[config.mk]
export PLATFORM = sky130hd
export DESIGN_NAME = range_sequencer_flat
export DESIGN_NICKNAME = d
export VERILOG_FILES = /design/src/rtl/range_pkg.sv /design/src/rtl/range_sequencer_if.sv /design/src/rtl/range_sequencer_us_tick_gen.sv /design/src/rtl/range_sequencer.sv /design/src/flat_wrapper.sv
export SDC_FILE = /design/constraint.sdc
export NUM_CORES = 1
export LEC_CHECK = 0
export BUFFER_PORTS_ARGS = -buffer_cell sky130_fd_sc_hd__clkbuf_2
export CORE_UTILIZATION = 65
export DETAILED_ROUTE_END_ITERATION = 8
export PLACE_DENSITY = 0.9
export SYNTH_ARGS = -nofsm -noshare
export SYNTH_HDL_FRONTEND = slang
export SYNTH_SLANG_ARGS = --single-unit
[constraint.sdc]
create_clock -name Clk -period 5.7 [get_ports Clk]
set_input_delay 0.285 -clock Clk [delete_from_list [all_inputs] [get_ports Clk]]
set_output_delay 0.285 -clock Clk [all_outputs]
set_load 0.02 [all_outputs]
[src/rtl/range_pkg.sv]
// Shared types and constant helpers for the ultrasonic range sequencer.
// Widths and tick counts are derived from the top-level parameters through these functions.
package range_pkg;

  typedef enum logic [2:0] {
    IDLE,
    TRIG,
    WAIT_RISE,
    MEASURE,
    HOLDOFF
  } state_e;

  localparam int DIST_W = 16;
  localparam int SUM_W  = 18;
  localparam int AVG_N  = 4;

  function automatic int cyc_per_us(input int clk_hz);
    return clk_hz / 1_000_000;
  endfunction

  function automatic int period_ticks(input int period_ms);
    return period_ms * 1000;
  endfunction

  // Bits needed to hold the values 0 .. n-1, never less than one.
  function automatic int cnt_w(input int n);
    return (n <= 2) ? 1 : $clog2(n);
  endfunction

  function automatic int max2(input int a, input int b);
    return (a > b) ? a : b;
  endfunction

endpackage

[src/rtl/range_sequencer_if.sv]
// Sensor/host-facing signal bundle of the range sequencer.
// The slave modport is the sequencer itself; the master side drives Enable and the raw echo.
interface range_sequencer_if;
  import range_pkg::*;

  logic              Enable;
  logic              Echo;
  logic              Trig;
  logic [DIST_W-1:0] Dist;
  logic              Dist_Valid;
  logic              Err;
  logic              Busy;

  modport slave (
    input  Enable,
    input  Echo,
    output Trig,
    output Dist,
    output Dist_Valid,
    output Err,
    output Busy
  );

  modport master (
    output Enable,
    output Echo,
    input  Trig,
    input  Dist,
    input  Dist_Valid,
    input  Err,
    input  Busy
  );

endinterface

[src/rtl/range_sequencer_us_tick_gen.sv]
// Microsecond tick divider: one-cycle pulse every DIV clocks.
// A synchronous restart realigns the phase so tick-counted intervals start on a known edge.
module us_tick_gen
  import range_pkg::*;
#(
  parameter int DIV = 50
) (
  input  logic clk,
  input  logic rst_n,
  input  logic restart,
  output logic tick
);

  localparam int            CW   = cnt_w(DIV);
  localparam logic [CW-1:0] LAST = CW'(DIV - 1);

  logic [CW-1:0] cnt_q, cnt_d;

  assign tick = (cnt_q == LAST);

  always_comb begin
    cnt_d = cnt_q + CW'(1);
    if (restart || tick) cnt_d = '0;
  end

  always_ff @(posedge clk or negedge rst_n) begin
    if (!rst_n) cnt_q <= '0;
    else        cnt_q <= cnt_d;
  end

endmodule

[src/rtl/range_sequencer.sv]
// Ultrasonic ranging controller: periodic trigger, echo timing, cm conversion, timeout flagging.
// Define RANGE_AVG_EN to report a 4-sample running mean instead of the raw distance.
module range_sequencer
  import range_pkg::*;
#(
  parameter int CLK_HZ     = 50_000_000,
  parameter int TRIG_US    = 10,
  parameter int PERIOD_MS  = 60,
  parameter int TIMEOUT_US = 25000,
  parameter int US_PER_CM  = 58,
  parameter int MAX_CM     = 400
) (
  input  logic              Clk,
  input  logic              Rst,
  range_sequencer_if.slave  bus
);

  localparam int DIV       = cyc_per_us(CLK_HZ);
  localparam int PERIOD_US = period_ticks(PERIOD_MS);
  localparam int US_W      = cnt_w(max2(TRIG_US, TIMEOUT_US));
  localparam int PER_W     = cnt_w(PERIOD_US);
  localparam int SUB_W     = cnt_w(US_PER_CM);
  localparam int CM_W      = cnt_w(MAX_CM + 1);

  localparam logic [US_W-1:0]  TRIG_LAST = US_W'(TRIG_US - 1);
  localparam logic [US_W-1:0]  TO_LAST   = US_W'(TIMEOUT_US - 1);
  localparam logic [PER_W-1:0] PER_LAST  = PER_W'(PERIOD_US - 1);
  localparam logic [SUB_W-1:0] SUB_LAST  = SUB_W'(US_PER_CM - 1);
  localparam logic [CM_W-1:0]  CM_MAX    = CM_W'(MAX_CM);

  // Both timeout windows plus the trigger must fit inside one period.
  if (TRIG_US + 2 * TIMEOUT_US >= PERIOD_US) begin : g_param_chk
    $error("range_sequencer: TRIG_US + 2*TIMEOUT_US must be below PERIOD_MS*1000");
  end

  function automatic logic [CM_W-1:0] sat_cm_inc(input logic [CM_W-1:0] v);
    return (v >= CM_MAX) ? CM_MAX : v + CM_W'(1);
  endfunction

  logic              tick, tick_restart;
  logic              echo_s1_q, echo_s2_q, echo_s3_q;
  logic              echo_rise, echo_fall;
  state_e            state_q, state_d;
  logic              trig_q, trig_d;
  logic [US_W-1:0]   us_q, us_d, us_inc;
  logic [PER_W-1:0]  per_q, per_d;
  logic [SUB_W-1:0]  sub_q, sub_d, sub_nx;
  logic [CM_W-1:0]   cm_q, cm_d, cm_nx;
  logic              err_q, err_d;
  logic              good;
  logic [DIST_W-1:0] dist_q, dist_d;
  logic              dist_vld_q, dist_vld_d;

  us_tick_gen #(.DIV(DIV)) u_tick (
    .clk     (Clk),
    .rst_n   (Rst),
    .restart (tick_restart),
    .tick    (tick)
  );

  // Two-flop synchronizer; the third flop only serves edge detection.
  always_ff @(posedge Clk or negedge Rst) begin
    if (!Rst) begin
      echo_s1_q <= 1'b0;
      echo_s2_q <= 1'b0;
      echo_s3_q <= 1'b0;
    end else begin
      echo_s1_q <= bus.Echo;
      echo_s2_q <= echo_s1_q;
      echo_s3_q <= echo_s2_q;
    end
  end

  assign echo_rise = echo_s2_q & ~echo_s3_q;
  assign echo_fall = ~echo_s2_q & echo_s3_q;

  // Next counter values include the current cycle's tick, so a capture on
  // the fall edge accounts for the full echo width.
  always_comb begin
    us_inc = tick ? us_q + US_W'(1) : us_q;
    sub_nx = sub_q;
    cm_nx  = cm_q;
    if (tick) begin
      if (sub_q == SUB_LAST) begin
        sub_nx = '0;
        cm_nx  = sat_cm_inc(cm_q);
      end else begin
        sub_nx = sub_q + SUB_W'(1);
      end
    end
  end

  always_comb begin
    state_d = state_q;
    us_d    = us_q;
    sub_d   = sub_q;
    cm_d    = cm_q;
    per_d   = (tick && per_q != PER_LAST) ? per_q + PER_W'(1) : per_q;
    err_d   = err_q;
    good    = 1'b0;

    case (state_q)
      IDLE: begin
        if (bus.Enable) begin
          state_d = TRIG;
          us_d    = '0;
          per_d   = '0;
        end
      end
      TRIG: begin
        us_d = us_inc;
        if (tick && us_q == TRIG_LAST) begin
          state_d = WAIT_RISE;
          us_d    = '0;
        end
      end
      WAIT_RISE: begin
        us_d = us_inc;
        if (echo_rise) begin
          state_d = MEASURE;
          us_d    = '0;
          sub_d   = '0;
          cm_d    = '0;
        end else if (tick && us_q == TO_LAST) begin
          state_d = HOLDOFF;
          err_d   = 1'b1;
        end
      end
      MEASURE: begin
        us_d  = us_inc;
        sub_d = sub_nx;
        cm_d  = cm_nx;
        if (echo_fall) begin
          state_d = HOLDOFF;
          good    = 1'b1;
          err_d   = 1'b0;
        end else if (tick && us_q == TO_LAST) begin
          state_d = HOLDOFF;
          err_d   = 1'b1;
        end
      end
      HOLDOFF: begin
        if (tick && per_q == PER_LAST) begin
          state_d = TRIG;
          us_d    = '0;
          per_d   = '0;
        end
      end
      default: state_d = IDLE;
    endcase

    // Dropping Enable aborts from anywhere, keeping the reported result and flag.
    if (!bus.Enable) begin
      state_d = IDLE;
      good    = 1'b0;
      err_d   = err_q;
    end
  end

  assign trig_d       = (state_d == TRIG);
  assign tick_restart = (state_d == TRIG) && (state_q != TRIG);

`ifdef RANGE_AVG_EN
  logic [DIST_W-1:0] win_q [AVG_N];
  logic [DIST_W-1:0] win_d [AVG_N];
  logic              filled_q, filled_d;
  logic              avg_vld_q, avg_vld_d;
  logic [SUM_W-1:0]  win_sum;

  function automatic logic [DIST_W-1:0] avg_div4(input logic [SUM_W-1:0] s);
    return s[SUM_W-1:2];
  endfunction

  // The first good sample seeds every slot so the mean starts at that value.
  always_comb begin
    win_d     = win_q;
    filled_d  = filled_q | good;
    avg_vld_d = good;
    if (good) begin
      if (!filled_q) begin
        for (int i = 0; i < AVG_N; i++) win_d[i] = DIST_W'(cm_nx);
      end else begin
        for (int i = AVG_N - 1; i > 0; i--) win_d[i] = win_q[i-1];
        win_d[0] = DIST_W'(cm_nx);
      end
    end
    win_sum    = SUM_W'(win_q[0]) + SUM_W'(win_q[1]) + SUM_W'(win_q[2]) + SUM_W'(win_q[3]);
    dist_d     = avg_vld_q ? avg_div4(win_sum) : dist_q;
    dist_vld_d = avg_vld_q;
  end

  always_ff @(posedge Clk) begin
    win_q <= win_d;
  end

  always_ff @(posedge Clk or negedge Rst) begin
    if (!Rst) begin
      filled_q  <= 1'b0;
      avg_vld_q <= 1'b0;
    end else begin
      filled_q  <= filled_d;
      avg_vld_q <= avg_vld_d;
    end
  end
`else
  always_comb begin
    dist_d     = good ? DIST_W'(cm_nx) : dist_q;
    dist_vld_d = good;
  end
`endif

  always_ff @(posedge Clk or negedge Rst) begin
    if (!Rst) begin
      state_q    <= IDLE;
      trig_q     <= 1'b0;
      us_q       <= '0;
      per_q      <= '0;
      sub_q      <= '0;
      cm_q       <= '0;
      err_q      <= 1'b0;
      dist_q     <= '0;
      dist_vld_q <= 1'b0;
    end else begin
      state_q    <= state_d;
      trig_q     <= trig_d;
      us_q       <= us_d;
      per_q      <= per_d;
      sub_q      <= sub_d;
      cm_q       <= cm_d;
      err_q      <= err_d;
      dist_q     <= dist_d;
      dist_vld_q <= dist_vld_d;
    end
  end

  assign bus.Trig       = trig_q;
  assign bus.Dist       = dist_q;
  assign bus.Dist_Valid = dist_vld_q;
  assign bus.Err        = err_q;
  assign bus.Busy       = (state_q != IDLE);

endmodule

[src/flat_wrapper.sv]
// flat-port wrapper written by rule: the top's interface ports become plain ports
module range_sequencer_flat import range_pkg::*;
#(
  parameter int CLK_HZ     = 50_000_000,
  parameter int TRIG_US    = 10,
  parameter int PERIOD_MS  = 60,
  parameter int TIMEOUT_US = 25000,
  parameter int US_PER_CM  = 58,
  parameter int MAX_CM     = 400
)
  (Clk, Rst, bus_Enable, bus_Echo, bus_Trig, bus_Dist, bus_Dist_Valid, bus_Err, bus_Busy);
  range_sequencer_if bus_i ();
  input  logic Clk;
  input  logic Rst;
  input wire logic [$bits(bus_i.Enable)-1:0] bus_Enable;
  input wire logic [$bits(bus_i.Echo)-1:0] bus_Echo;
  output wire logic [$bits(bus_i.Trig)-1:0] bus_Trig;
  output wire logic [$bits(bus_i.Dist)-1:0] bus_Dist;
  output wire logic [$bits(bus_i.Dist_Valid)-1:0] bus_Dist_Valid;
  output wire logic [$bits(bus_i.Err)-1:0] bus_Err;
  output wire logic [$bits(bus_i.Busy)-1:0] bus_Busy;
  assign bus_i.Enable = bus_Enable;
  assign bus_i.Echo = bus_Echo;
  assign bus_Trig = bus_i.Trig;
  assign bus_Dist = bus_i.Dist;
  assign bus_Dist_Valid = bus_i.Dist_Valid;
  assign bus_Err = bus_i.Err;
  assign bus_Busy = bus_i.Busy;
  range_sequencer #(.CLK_HZ(CLK_HZ), .TRIG_US(TRIG_US), .PERIOD_MS(PERIOD_MS), .TIMEOUT_US(TIMEOUT_US), .US_PER_CM(US_PER_CM), .MAX_CM(MAX_CM)) u_core (.Clk(Clk), .Rst(Rst), .bus(bus_i));
endmodule
* Word-level counts from Yosys, hierarchy flattened *
Index checks and enable logic that the tools add are counted.

word-level totals
  bits in latches = 0
  input bits = 4
  flip-flop bits (word level) = 70
  output and inout port bits = 20
  memories = 0
  bits in writable memories = 0
  ROM bits = 0

cells by class
  multipliers = 0
  divide/modulo/power cells = 0
  magnitude comparators = 1
  shifts and indexed selects = 0
  bitwise operators = 4
  $add $sub $neg = 5
  reductions and logical operators = 14
  multiplexer cells = 34
  equal/unequal tests = 17

operator list
  kind                   count
  $mux 15                5
  $pmux 15 s5            1
  $mux 16                3
  $mux 9                 4
  $pmux 16 s2            1
  $mux 6                 4
  $mux 3                 6
  $pmux 9 s2             1
  $add 16x1->16 const B  1
  $eq 16x16->1 const B   1
  $ne 16x16->1 const B   1
  $add 15x1->15 const B  1
  $eq 15x15->1 const B   1
  $eq 15x4->1 const B    1
  $pmux 3 s5             1
  $add 6x1->6 const B    2
  $eq 6x6->1 const B     2
  $pmux 6 s2             1
  $add 9x1->9 const B    1
  $ge 9x9->1 const B     1
  $reduce_and 3->1       3
  $eq 3x1->1 const B     2
  $eq 3x2->1 const B     2
  $mux 1                 6
  other kinds (14)       23

* Depth between registers and ports, before layout *
Gate-level depths: netlist of the first run.

  word-level depth = 10
  depth in mapped cells = 9

* By module *
A second synthesis of the first run with hierarchy kept.

second synthesis, totals
  cells, all modules = 423
  area total of the unflattened synthesis = 3888.7 sq um

modules (own cells, without submodules)
  module           seq. area each (sq um)  area each (sq um)  cells each  times used
  range_sequencer  1601.5                  3607.2             397         1
  us_tick_gen      150.1                   281.5              26          1

* Worst setup path after synthesis of the first run *
Ideal clock, no wire load.

  path kind = reg2reg
  start point = register u_core.per_q[7]
  end point = register u_core.us_q[1]
  path buffers = 0
  library setup time = 0.151 ns
  setup slack = 3.531 ns
  cell stages (with the launch flop) = 6
  arrival = 2.019 ns
  required time = 5.549 ns
  path through = dfrtp_1 or4b_4 nor4_4 a31oi_1 nor2_1 a311oi_1

on the way
  cells in the longest elaborated chain, start to end = 4

ends and longest elaborated chain
  what                        RTL line                text
  start, declared             range_sequencer.sv:46   logic [PER_W-1:0] per_q, per_d;
  start signal, assigned      range_sequencer.sv:227  per_q <= per_d;
  $eq 16x16->1                range_sequencer.sv:143  if (tick && per_q == PER_LAST) begin
  $logic_and 1x1->1           range_sequencer.sv:143
  $ne 2x1->1 (no line)        n/a
  $reduce_and 3->1 (no line)  n/a
  end signal, assigned        range_sequencer.sv:226  us_q <= us_d;
  end, declared               range_sequencer.sv:45   logic [US_W-1:0] us_q, us_d, us_inc;

Every way passes these cells.
A chain may end at the register's enable or synchronous reset.

* Final worst setup path of the first run *
  start point = register u_core.per_q[7]
  end point = register u_core.per_q[9]

on the way
  cells in the longest elaborated chain, start to end = 5
  elaborated cells on any way between the ends = 9

ends and longest elaborated chain
  what                                                                   RTL line                text
  parallel branches: the longest is 4 deep, another holds $add 16x1->16  n/a
  $pmux 16 s2 *                                                          range_sequencer.sv:102  case (state_q)
  net u_core.per_d[9]                                                    range_sequencer.sv:46

Mark *: on every way through the listed nets, which the timed path passes.

==> results of run 1 <==
==> stage by stage <==
step / setup WS [ns] / util, % / power [W]
6_report: 2.69 / 74.2 / 0.000987
3_5_place_dp: 2.71 / 70.9 / 0.000599
5_1_grt: 2.49 / 74.2 / 0.00102
4_1_cts: 2.70 / 74.2 / 0.000990
2_1_floorplan: 3.53 / - / 0.000578
3_3_place_gp: 2.82 / 70.9 / 0.000596
==> cell families (layout without fill, tap and decap cells) <==
kind of cell | count (synthesis) | count (layout) | share of synthesized area, %
mux | 7 | 7 | 1.79
fa+ha+maj | 9 | 9 | 2.88
flops | 70 | 70 | 44.7
compound gates | 103 | 103 | 16.2
buf+inv | 34 | 45 | 4.25
other cells | 1 | 7 | 0.0958
simple gates | 189 | 189 | 26.5
xor+xnor | 16 | 16 | 3.58
==> placed cells by master (no fill, tap or decap), types with 2 or more instances in the layout <==
| cell | count |
|---|---|
| dfrtp_1 | 70 |
| nor2_1 | 42 |
| nand2_1 | 41 |
| o21ai_0 | 29 |
| a21oi_1 | 27 |
| nand3_1 | 20 |
| clkbuf_2 | 15 |
| nand4_1 | 14 |
| inv_1 | 12 |
| a31oi_1 | 12 |
| xnor2_1 | 12 |
| or3_1 | 11 |
| clkbuf_8 | 10 |
| and3_1 | 9 |
| o31ai_1 | 9 |
| ha_1 | 9 |
| mux2i_1 | 7 |
| nor3_1 | 7 |
| conb_1 | 7 |
| o211ai_1 | 6 |
| nand2b_1 | 5 |
| nor2b_1 | 4 |
| nor3b_1 | 4 |
| nor4b_1 | 4 |
| xor2_1 | 4 |
| a21o_1 | 4 |
| or4_1 | 4 |
| nand4b_1 | 3 |
| or2_2 | 3 |
| nor4_1 | 3 |
| nand3b_1 | 2 |
| and4b_1 | 2 |
| a211o_1 | 2 |
| nor4_2 | 2 |
| o22ai_1 | 2 |
| a311oi_1 | 2 |
| clkinv_2 | 2 |
==> routing by layer <==
metal | vias to the layer above | share of wire [%]
li1 | 1586 | -
met1 | 1615 | 45
met2 | 136 | 48
met3 | 28 | 5.1
met4 | 0 | 2.8
met5 | - | 0
==> final cells by class <==
type	count	share of cell area (%)
clock buffers	11	3.38
clock inverters	4	1.14
repair buffers	17	2.09
multi-input cells	331	48.2
well taps	72	2.15
inverters	13	1.17
flip-flops and latches	70	41.8
==> flip-flops by register name, indices dropped and copies added, names as in the netlist <==
name and cells:
u_core.per_q 16, u_core.us_q 15, u_core.bus.Dist 9, u_core.cm_q 9, u_core.sub_q 6, u_core.u_tick.cnt_q 6, u_core.state_q 3, u_core.bus.Dist_Valid 1
u_core.bus.Err 1, u_core.bus.Trig 1, u_core.echo_s1_q 1, u_core.echo_s2_q 1, u_core.echo_s3_q 1
==> power breakdown <==
part | switching (W) | leakage [nW] | internal [W]
logic | 0.0000454 | 0.685 | 0.0000212
registers | 0.0000155 | 0.963 | 0.000509
clock network | 0.000186 | 0.0952 | 0.000210
==> how the worst max path moves through the flow <==
| stage | from | to | cells past startpoint |
|---|---|---|---|
| global placement | u_core.per_q[7] | u_core.per_q[9] | 5 |
| global route | u_core.per_q[7] | u_core.per_q[11] | 5 |
| finish | u_core.per_q[7] | u_core.per_q[9] | 5 |
| detailed placement | u_core.per_q[7] | u_core.per_q[11] | 5 |
| floorplan | u_core.per_q[7] | u_core.us_q[1] | 5 |
| CTS | u_core.per_q[7] | u_core.per_q[9] | 5 |
==> summary.md, run 1 <==
| Metric | Value |
|---|---|
| Synth unique cells | `59` |
| Ys flop type | `dfrtp_1` |
| Routing usage on met1 | `36.5%` |
| Antenna violations before repair | `0` |
| Tmin final | `3.01 ns` |
| Die width | `79.6 um` |
| Required time of the critical path | `5.89 ns` |
| Hold Path Stages | `1` |
| Area leader, netlist | `dfrtp_1` |
| Met3 GRT Util | `5.94%` |
| Layout cells sized above 1 | `9.64%` |
| CP endpoint kind | `flop` |
| # fillers | `386` |
| Number of H-tree levels | `3` |
| Mapped Area | `3920 um2` |
| # hold bufs at CTS | `0` |
| Hold path start | `bus_Echo` |
| Die ar. | `6340 um2` |
| Sequential fraction of the synthesis area | `44.7%` |
| Slew Limit Headroom | `41.4%` |
| Root Driver | `clkbuf_8` |
| Critical path's top delay family | `simple AND/OR/NAND/NOR gates` |
| FF/Latch Area | `1750 um2` |
| Setup CP Type | `flop to flop` |
| PostCTS Resize Cnt | `0` |
| Layout overhead on the synthesized area | `6.94%` |
| Commonest cells in the netlist | `dfrtp_1, nor2_1, nand2_1` |
| CTS sink count | `70` |
| WHS Endpoint | `u_core.echo_s1_q` |
| Largest net degree at the start of global routing | `71` |
| Final instance area | `4190 um2` |
| Flop2flop setup slack | `2.69 ns` |
| Least-Margin Pin Slew | `0.875 ns` |
| Dpl cells | `503` |
| DP Area | `4000 um2` |
| Dominant cell by count in the synthesized netlist | `dfrtp_1` |
| Hold WC Path Type | `input port to flop` |
| Critical R2R Capture | `u_core.per_q[9]` |
| CTS max path bufs | `2` |
| IO Pins | `24` |
| Post-layout nets | `455` |
| Post-route ant nets | `0` |
| Leak | `1.74 nW` |
| Gpl congestion | `0.848` |
| Via density | `6.50` |
| Non-filler instance count after layout | `518` |
| Grt total ovfl | `0` |
| TritonCTS clock tree | `done` |
| Worst R2R Path Depth | `5` |
| GRT Overall Usage | `28.8%` |
| Worst Clk Skew | `0.00985 ns` |
| IO buf count | `16` |
| Hold_ws | `0.0427 ns` |
| Fmax | `333 MHz` |
| Crit-path max FO | `16` |
| Multi-input gate area | `2020 um2` |
| Crit path launch type | `flop` |
| Global-route wire length before repair | `14000 um` |
| TNS Setup | `0 ns` |
| Syn Inst Count | `429` |
| Initial drt markers | `287` |
| Maximum vdd drop | `0.167 mV` |
| Row cnt | `27` |
| Vias in the first global route | `3165` |
| Grt peak-use layer | `met2` |
| GR Util met2 | `46.0%` |
| Vias | `3365` |
| Clock latency on the worst-skew pair | `0.35 ns` |
| DRT Wirelength | `8450 um` |
| Critical-path cell list | `or4b_4 -> nor4_4 -> a31oi_1 -> nor2_1 -> nor3_1` |
| Crit path DAT | `3.20 ns` |
| Asr flop ratio synth | `100%` |
| # diodes | `0` |
| Post-CTS Setup Inserts | `0` |
| CORE AREA | `5640 um2` |
| Starting Density | `69.4%` |
| DR WL/cell | `16.3 um` |
| Synth warn | `0` |
| Power per cell area | `236 nW/um2` |
| DPL Wire Length | `5750 um` |
| Max-slew violations | `0` |
| Synth top area share | `44.7%` |
| Top cells by area, synth | `dfrtp_1, nor2_1, nand2_1, o21ai_0, a21oi_1` |
| Period utilization | `52.8%` |
| Critical-path top delay cell | `nor4_4` |
| Die Height | `79.6 um` |
| Worst reg2reg path startpoint | `u_core.per_q[7]` |
| RSZ-0062 raised after global routing | `false` |
| DRC violations left | `0` |
| Drt pass-1 iters | `6` |
| Total CTS buffers | `9` |
| Yosys reg bits | `70` |
| Post-synth EDFFs | `0` |
| CP bufs+invs | `0` |
| Fin. Hold Viols | `0` |
| Outcome | `complete, no violations` |
| Reg clk slew, reported paths | `0.07 ns` |
| Mean Syn Cell Area | `9.13 um2` |
| Final setup violation count | `0` |
| Slowest Stage Delay on Critical Path | `0.72 ns` |
| Max Cap Viol | `0` |
Power figures use the tool's default switching activity.
==> run 2: changes to the inputs <==
--- a/config.mk
+++ b/config.mk
@@ -6,9 +6,9 @@
 export NUM_CORES = 1
 export LEC_CHECK = 0
 export BUFFER_PORTS_ARGS = -buffer_cell sky130_fd_sc_hd__clkbuf_2
-export CORE_UTILIZATION = 65
+export CORE_UTILIZATION = 61
 export DETAILED_ROUTE_END_ITERATION = 8
-export PLACE_DENSITY = 0.9
+export PLACE_DENSITY = 0.86
 export SYNTH_ARGS = -nofsm -noshare
 export SYNTH_HDL_FRONTEND = slang
 export SYNTH_SLANG_ARGS = --single-unit
==> constraint.sdc (replaced) <==
create_clock -name Clk -period 3 [get_ports Clk]
set_input_delay 0.15 -clock Clk [delete_from_list [all_inputs] [get_ports Clk]]
set_output_delay 0.15 -clock Clk [all_outputs]
set_load 0.02 [all_outputs]
==> run 2 against run 1 <==
  * Register-to-register slack worse by 2.1 ns
  * Combinational power up 96%
  * Largest cell class unchanged
  * Clock skew down 0.0024 ns
  * Final cell count up 2.3%
==> summary.md, run 2 (synthesized netlist as in run 1, its figures left out) <==
| Metric | Value |
|---|---|
| Outcome | `complete, no violations` |
| Initial drt markers | `232` |
| IO buf count | `16` |
| Most frequent cells in the layout | `dfrtp_1, nor2_1, nand2_1` |
| Total CTS buffers | `9` |
| Tmin final | `2.42 ns` |
| Final instance area | `4270 um2` |
| Antenna violations before repair | `0` |
| Global-route wire length before repair | `13800 um` |
| Largest register FFs | `16` |
| Post-CTS Setup Inserts | `0` |
| # fillers | `486` |
| Drt pass-1 iters | `6` |
| Fmax | `413 MHz` |
| Die Height | `82.1 um` |
| Post-layout nets | `463` |
| Sw frac | `24.6%` |
| Final setup violation count | `0` |
| Hold WC Path Type | `input port to flop` |
| IO Pins | `24` |
| CORE AREA | `6060 um2` |
| Top Registers | `u_core.per_q x16, u_core.us_q x15` |
| Layout overhead on the synthesized area | `8.98%` |
| Largest net degree at the start of global routing | `38` |
| FF/Latch Area | `1750 um2` |
| Layout cells sized above 1 | `11.0%` |
| Vias | `3326` |
| Number of H-tree levels | `3` |
| TNS Setup | `0 ns` |
| Reg with most FFs | `u_core.per_q` |
| Crit path DAT | `2.67 ns` |
| DP Area | `4050 um2` |
| Required time of the critical path | `3.25 ns` |
| CP endpoint kind | `flop` |
| Grt total ovfl | `0` |
| Multi-input gate area | `2020 um2` |
| Root Driver | `clkbuf_8` |
| Power per cell area | `446 nW/um2` |
| Die width | `82.1 um` |
| TritonCTS clock tree | `done` |
| Reg clk slew, reported paths | `0.07 ns` |
| Leak | `1.79 nW` |
| Setup ws final | `0.579 ns` |
| DPL Wire Length | `5810 um` |
| Fin. Hold Viols | `0` |
| CTS sink count | `70` |
| Worst slack, placed | `0.630 ns` |
| Row cnt | `28` |
| Max Cap Viol | `0` |
| Starting Density | `64.6%` |
| Crit-path max FO | `9` |
| DR WL/cell | `16.0 um` |
| Sequential Power Share | `52.3%` |
| RSZ-0062 raised after global routing | `false` |
| Period utilization | `80.7%` |
| Slew Limit Headroom | `46.3%` |
| DRT Wirelength | `8450 um` |
| Maximum vdd drop | `0.300 mV` |
| Die ar. | `6740 um2` |
| Gpl congestion | `0.882` |
| # diodes | `0` |
| Max-slew violations | `0` |
| Worst Clk Skew | `0.00747 ns` |
| Clock latency on the worst-skew pair | `0.35 ns` |
| Comb pwr share | `6.9%` |
| Vias in the first global route | `3075` |
| Psw | `0.000469 W` |
| Post-route ant nets | `0` |
| CTS max path bufs | `2` |
| P_int | `0.00144 W` |
| Via density | `6.28` |
| Clock power share | `40.8%` |
| GRT Overall Usage | `27.4%` |
| Least-Margin Pin Slew | `0.806 ns` |
| Most common cell after layout, fill and taps aside | `dfrtp_1` |
| DRC violations left | `0` |
| Crit path launch type | `flop` |
| Setup CP Type | `flop to flop` |
-- run 2: cell count changes in the layout (fill, tap and decap cells not counted) --
cell / change
clkinvlp_4: -1
clkinv_2: +1
buf_4: +6
clkbuf_8: +1
dlygate4sd3_1: +2
-- run 2: layout make-up --
type                       count  share of cell area [%]
timing repair buffer          25                    3.58
clock buffer                  12                    3.64
clock inverter                 4                    1.06
sequential                    70                    41.1
inverter                      13                    1.14
multi-input combinational    331                    47.3
tap                           75                    2.20
-- run 2: per-layer routing --
layer / global-route usage, % / routed length, um / vias to the layer above
li1: - / - / 1608
met1: 34.8 / 3770 / 1585
met2: 45.3 / 4110 / 117
met3: 5.27 / 407 / 16
met4: 12.3 / 168 / 0
met5: 0 / 0 / -
-- run 2: power groups by stage --
stage                     sequential (W)  clock [W]  combinational, W
after floorplan                  0.00101          0         0.0000935
after global placement           0.00101          0          0.000126
after detailed placement         0.00101          0          0.000126
after CTS                       0.000994   0.000793          0.000131
after global routing            0.000999   0.000830          0.000148
final                           0.000996   0.000778          0.000131
-- run 2: critical path, cell delays in order (launching register included) --
cell      delay (ns)
dfrtp_1         0.40
inv_1           0.06
ha_1            0.15
nand4b_1        0.15
or4_1           0.69
nor4b_2         0.48
a21oi_1         0.14
a311oi_1        0.27
-- run 2: final timing paths --
| path | endpoint | depth (start not counted) | slack (ns) | startpoint |
|---|---|---|---|---|
| max | u_core.cm_q[7] | 7 | 0.58 | u_core.u_tick.cnt_q[1] |
| min | u_core.u_tick.cnt_q[3] | 2 | 0.14 | bus_Enable |
| max reg2reg | u_core.cm_q[7] | 7 | 0.58 | u_core.u_tick.cnt_q[1] |
| min reg2reg | u_core.echo_s2_q | 0 | 0.35 | u_core.echo_s1_q |
| max in group asynchronous | u_core.per_q[7] | 3 | 1.82 | Rst |
| min in group asynchronous | u_core.us_q[5] | 2 | 0.44 | Rst |
-- run 2: what timing repair did --
action                                  4_1_cts  5_1_grt
endpoints found under the setup margin        0        0
resized for setup                             0        0
hold endpoints to repair                     36        0
hold buffers                                  2        0
-- run 2: metrics by stage --
stage | hold slack (ns) | std cells | total power [W] | util, %
CTS | 0.107 | 530 | 0.00192 | 70.4
floorplan | -0.146 | 435 | 0.00110 | -
global placement | 0.259 | 512 | 0.00114 | 66.8
global route | 0.124 | 530 | 0.00198 | 70.4
finish | 0.145 | 530 | 0.00190 | 70.4
detailed placement | 0.265 | 512 | 0.00114 | 66.8
==> run 3: changes to the inputs <==
--- a/config.mk
+++ b/config.mk
@@ -6,9 +6,9 @@
 export NUM_CORES = 1
 export LEC_CHECK = 0
 export BUFFER_PORTS_ARGS = -buffer_cell sky130_fd_sc_hd__clkbuf_2
-export CORE_UTILIZATION = 61
+export CORE_UTILIZATION = 55
 export DETAILED_ROUTE_END_ITERATION = 8
-export PLACE_DENSITY = 0.86
+export PLACE_DENSITY = 0.82
 export SYNTH_ARGS = -nofsm -noshare
 export SYNTH_HDL_FRONTEND = slang
 export SYNTH_SLANG_ARGS = --single-unit
==> constraint.sdc (replaced) <==
create_clock -name Clk -period 2.2 [get_ports Clk]
set_input_delay 0.11 -clock Clk [delete_from_list [all_inputs] [get_ports Clk]]
set_output_delay 0.11 -clock Clk [all_outputs]
set_load 0.02 [all_outputs]
==> run 3 against run 2 <==
  * The run now ends with negative setup slack left
  * Largest power group unchanged
  * Critical endpoint is now u_core.us_q[8]
  * Flip-flop and latch count unchanged
  * Non-clock buffer count increased by 32
  * Core utilization is 3.1 points lower
  * Sequential power rose by 37%
  * Final cell count increased by 9.8%
  * Largest cell class unchanged
  * Wire length up 4.3%
  * Worst setup slack worse by 0.60 ns
  * Clock-buffer cell count up 2
==> summary.md, run 3 (synthesized netlist as in run 1, its figures left out) <==
| Metric | Value |
|---|---|
| Crit path DAT | `2.43 ns` |
| Vias in the first global route | `3183` |
| DRT Wirelength | `8820 um` |
| Fin. Hold Viols | `0` |
| Drt pass-1 iters | `5` |
| Total Power | `0.00249 W` |
| Root Driver | `clkbuf_8` |
| Row cnt | `30` |
| Most common cell after layout, fill and taps aside | `dfrtp_1` |
| Largest register FFs | `16` |
| Outcome | `finished, violations left` |
| Final instance area | `4600 um2` |
| Least-Margin Pin Slew | `0.732 ns` |
| Fmax | `451 MHz` |
| # diodes | `0` |
| Failing checks | `negative setup slack` |
| Required time of the critical path | `2.41 ns` |
| Max-slew violations | `0` |
| Metal2 WL | `4320 um` |
| Final setup violation count | `1` |
| Largest net degree at the start of global routing | `71` |
| CTS sink count | `70` |
| Reg clk slew, reported paths | `0.07 ns` |
| IO buf count | `16` |
| DPL Wire Length | `6020 um` |
| Dpl cells | `548` |
| DRC violations left | `0` |
| Starting Density | `57.3%` |
| Die ar. | `7460 um2` |
| DP Area | `4200 um2` |
| Post-route ant nets | `0` |
| Period utilization | `101%` |
| Maximum vdd drop | `0.354 mV` |
| Top Registers | `u_core.per_q x16, u_core.us_q x15` |
| Power per cell area | `543 nW/um2` |
| Slew Limit Headroom | `50.7%` |
| Worst slack, placed | `-0.0729 ns` |
| Tmin final | `2.22 ns` |
| Clock latency on the worst-skew pair | `0.35 ns` |
| Crit-path max FO | `7` |
| Layout overhead on the synthesized area | `17.4%` |
| Hold_ws | `0.0448 ns` |
| RSZ-0062 raised after global routing | `true` |
| Crit path launch type | `flop` |
| Worst Clk Skew | `0.00888 ns` |
| Layout cells sized above 1 | `18.9%` |
| Hold WC Path Type | `input port to flop` |
| Antenna violations before repair | `0` |
| Leak | `1.98 nW` |
| Setup CP Type | `flop to flop` |
| Initial drt markers | `314` |
| Most frequent cells in the layout | `dfrtp_1, nand2_1, nor2_1` |
| Setup ws final | `-0.0166 ns` |
| FF/Latch Area | `1750 um2` |
| Wire length on met3 | `398 um` |
| Non-filler instance count after layout | `582` |
| Reg with most FFs | `u_core.per_q` |
| Number of H-tree levels | `3` |
| Via density | `6.01` |
| IO Pins | `24` |
| CORE AREA | `6830 um2` |
| Multi-input gate area | `2090 um2` |
| Global-route wire length before repair | `14500 um` |
| TritonCTS clock tree | `done` |
| CTS max path bufs | `2` |
| Met1 wire length | `3950 um` |
| # fillers | `531` |
| Die Height | `86.4 um` |
| Die width | `86.4 um` |
| DR WL/cell | `15.2 um` |
| Top sig layer | `met4` |
| Gpl congestion | `0.917` |
| Post-layout nets | `495` |
| Max Cap Viol | `0` |
| CP endpoint kind | `flop` |
| Grt total ovfl | `0` |
| GRT Overall Usage | `24.5%` |
| Total CTS buffers | `9` |
| Vias | `3497` |
-- run 3: layout make-up --
type | count | share of cell area [%]
Clock inverter | 1 | 0.109
Timing Repair Buffer | 57 | 9.01
Multi-Input combinational cell | 331 | 45.5
Clock buffer | 14 | 3.54
Tap cell | 96 | 2.61
Inverter | 13 | 1.06
Sequential cell | 70 | 38.1
-- run 3: critical path: stages, from the launching register on --
cell      delay [ns]
dfrtp_1         0.38
or4b_4          0.55
nor4_4          0.31
buf_4           0.18
a21oi_4         0.07
buf_4           0.17
buf_4           0.12
o211ai_1        0.16
o211ai_1        0.14
-- run 3: final timing paths --
path | from | end | slack, ns | depth (start not counted)
hold reg to reg | u_core.echo_s1_q | u_core.echo_s2_q | 0.36 | 0
setup reg to reg | u_core.per_q[7] | u_core.us_q[8] | -0.02 | 8
hold / removal | bus_Enable | u_core.u_tick.cnt_q[3] | 0.04 | 2
setup / recovery | u_core.per_q[7] | u_core.us_q[8] | -0.02 | 8
min in group asynchronous | Rst | u_core.us_q[7] | 0.32 | 3
max in group asynchronous | Rst | u_core.sub_q[0] | 1.59 | 3
-- run 3: per-layer routing --
layer | vias up | global-route usage (%)
li1 | 1667 | -
met1 | 1692 | 32.1
met2 | 119 | 39.5
met3 | 19 | 5.52
met4 | 0 | 10.0
met5 | - | 0
-- run 3: stage by stage --
step                      TNS (ns)  util, %
final                      -0.0166     67.3
after global routing        -0.654     67.3
after CTS                        0     64.4
after detailed placement    -0.103     61.4
after global placement           0     61.4
after floorplan                  0        -
-- run 3: report_power, final --
part / internal (W) / total [W] / switching [W]
combinational: 0.0000795 / 0.000205 / 0.000125
clock: 0.000465 / 0.000932 / 0.000467
sequential: 0.00132 / 0.00136 / 0.0000392
total: 0.00186 / 0.00249 / 0.000632
-- run 3: what timing repair did --
action	CTS	global route
setup endpoints to repair	3	35
buffers inserted	0	15
endpoints found under the hold margin	71	0
gates resized for setup	2	21
cloned	0	2
hold buffers	2	0
pin swaps	0	11
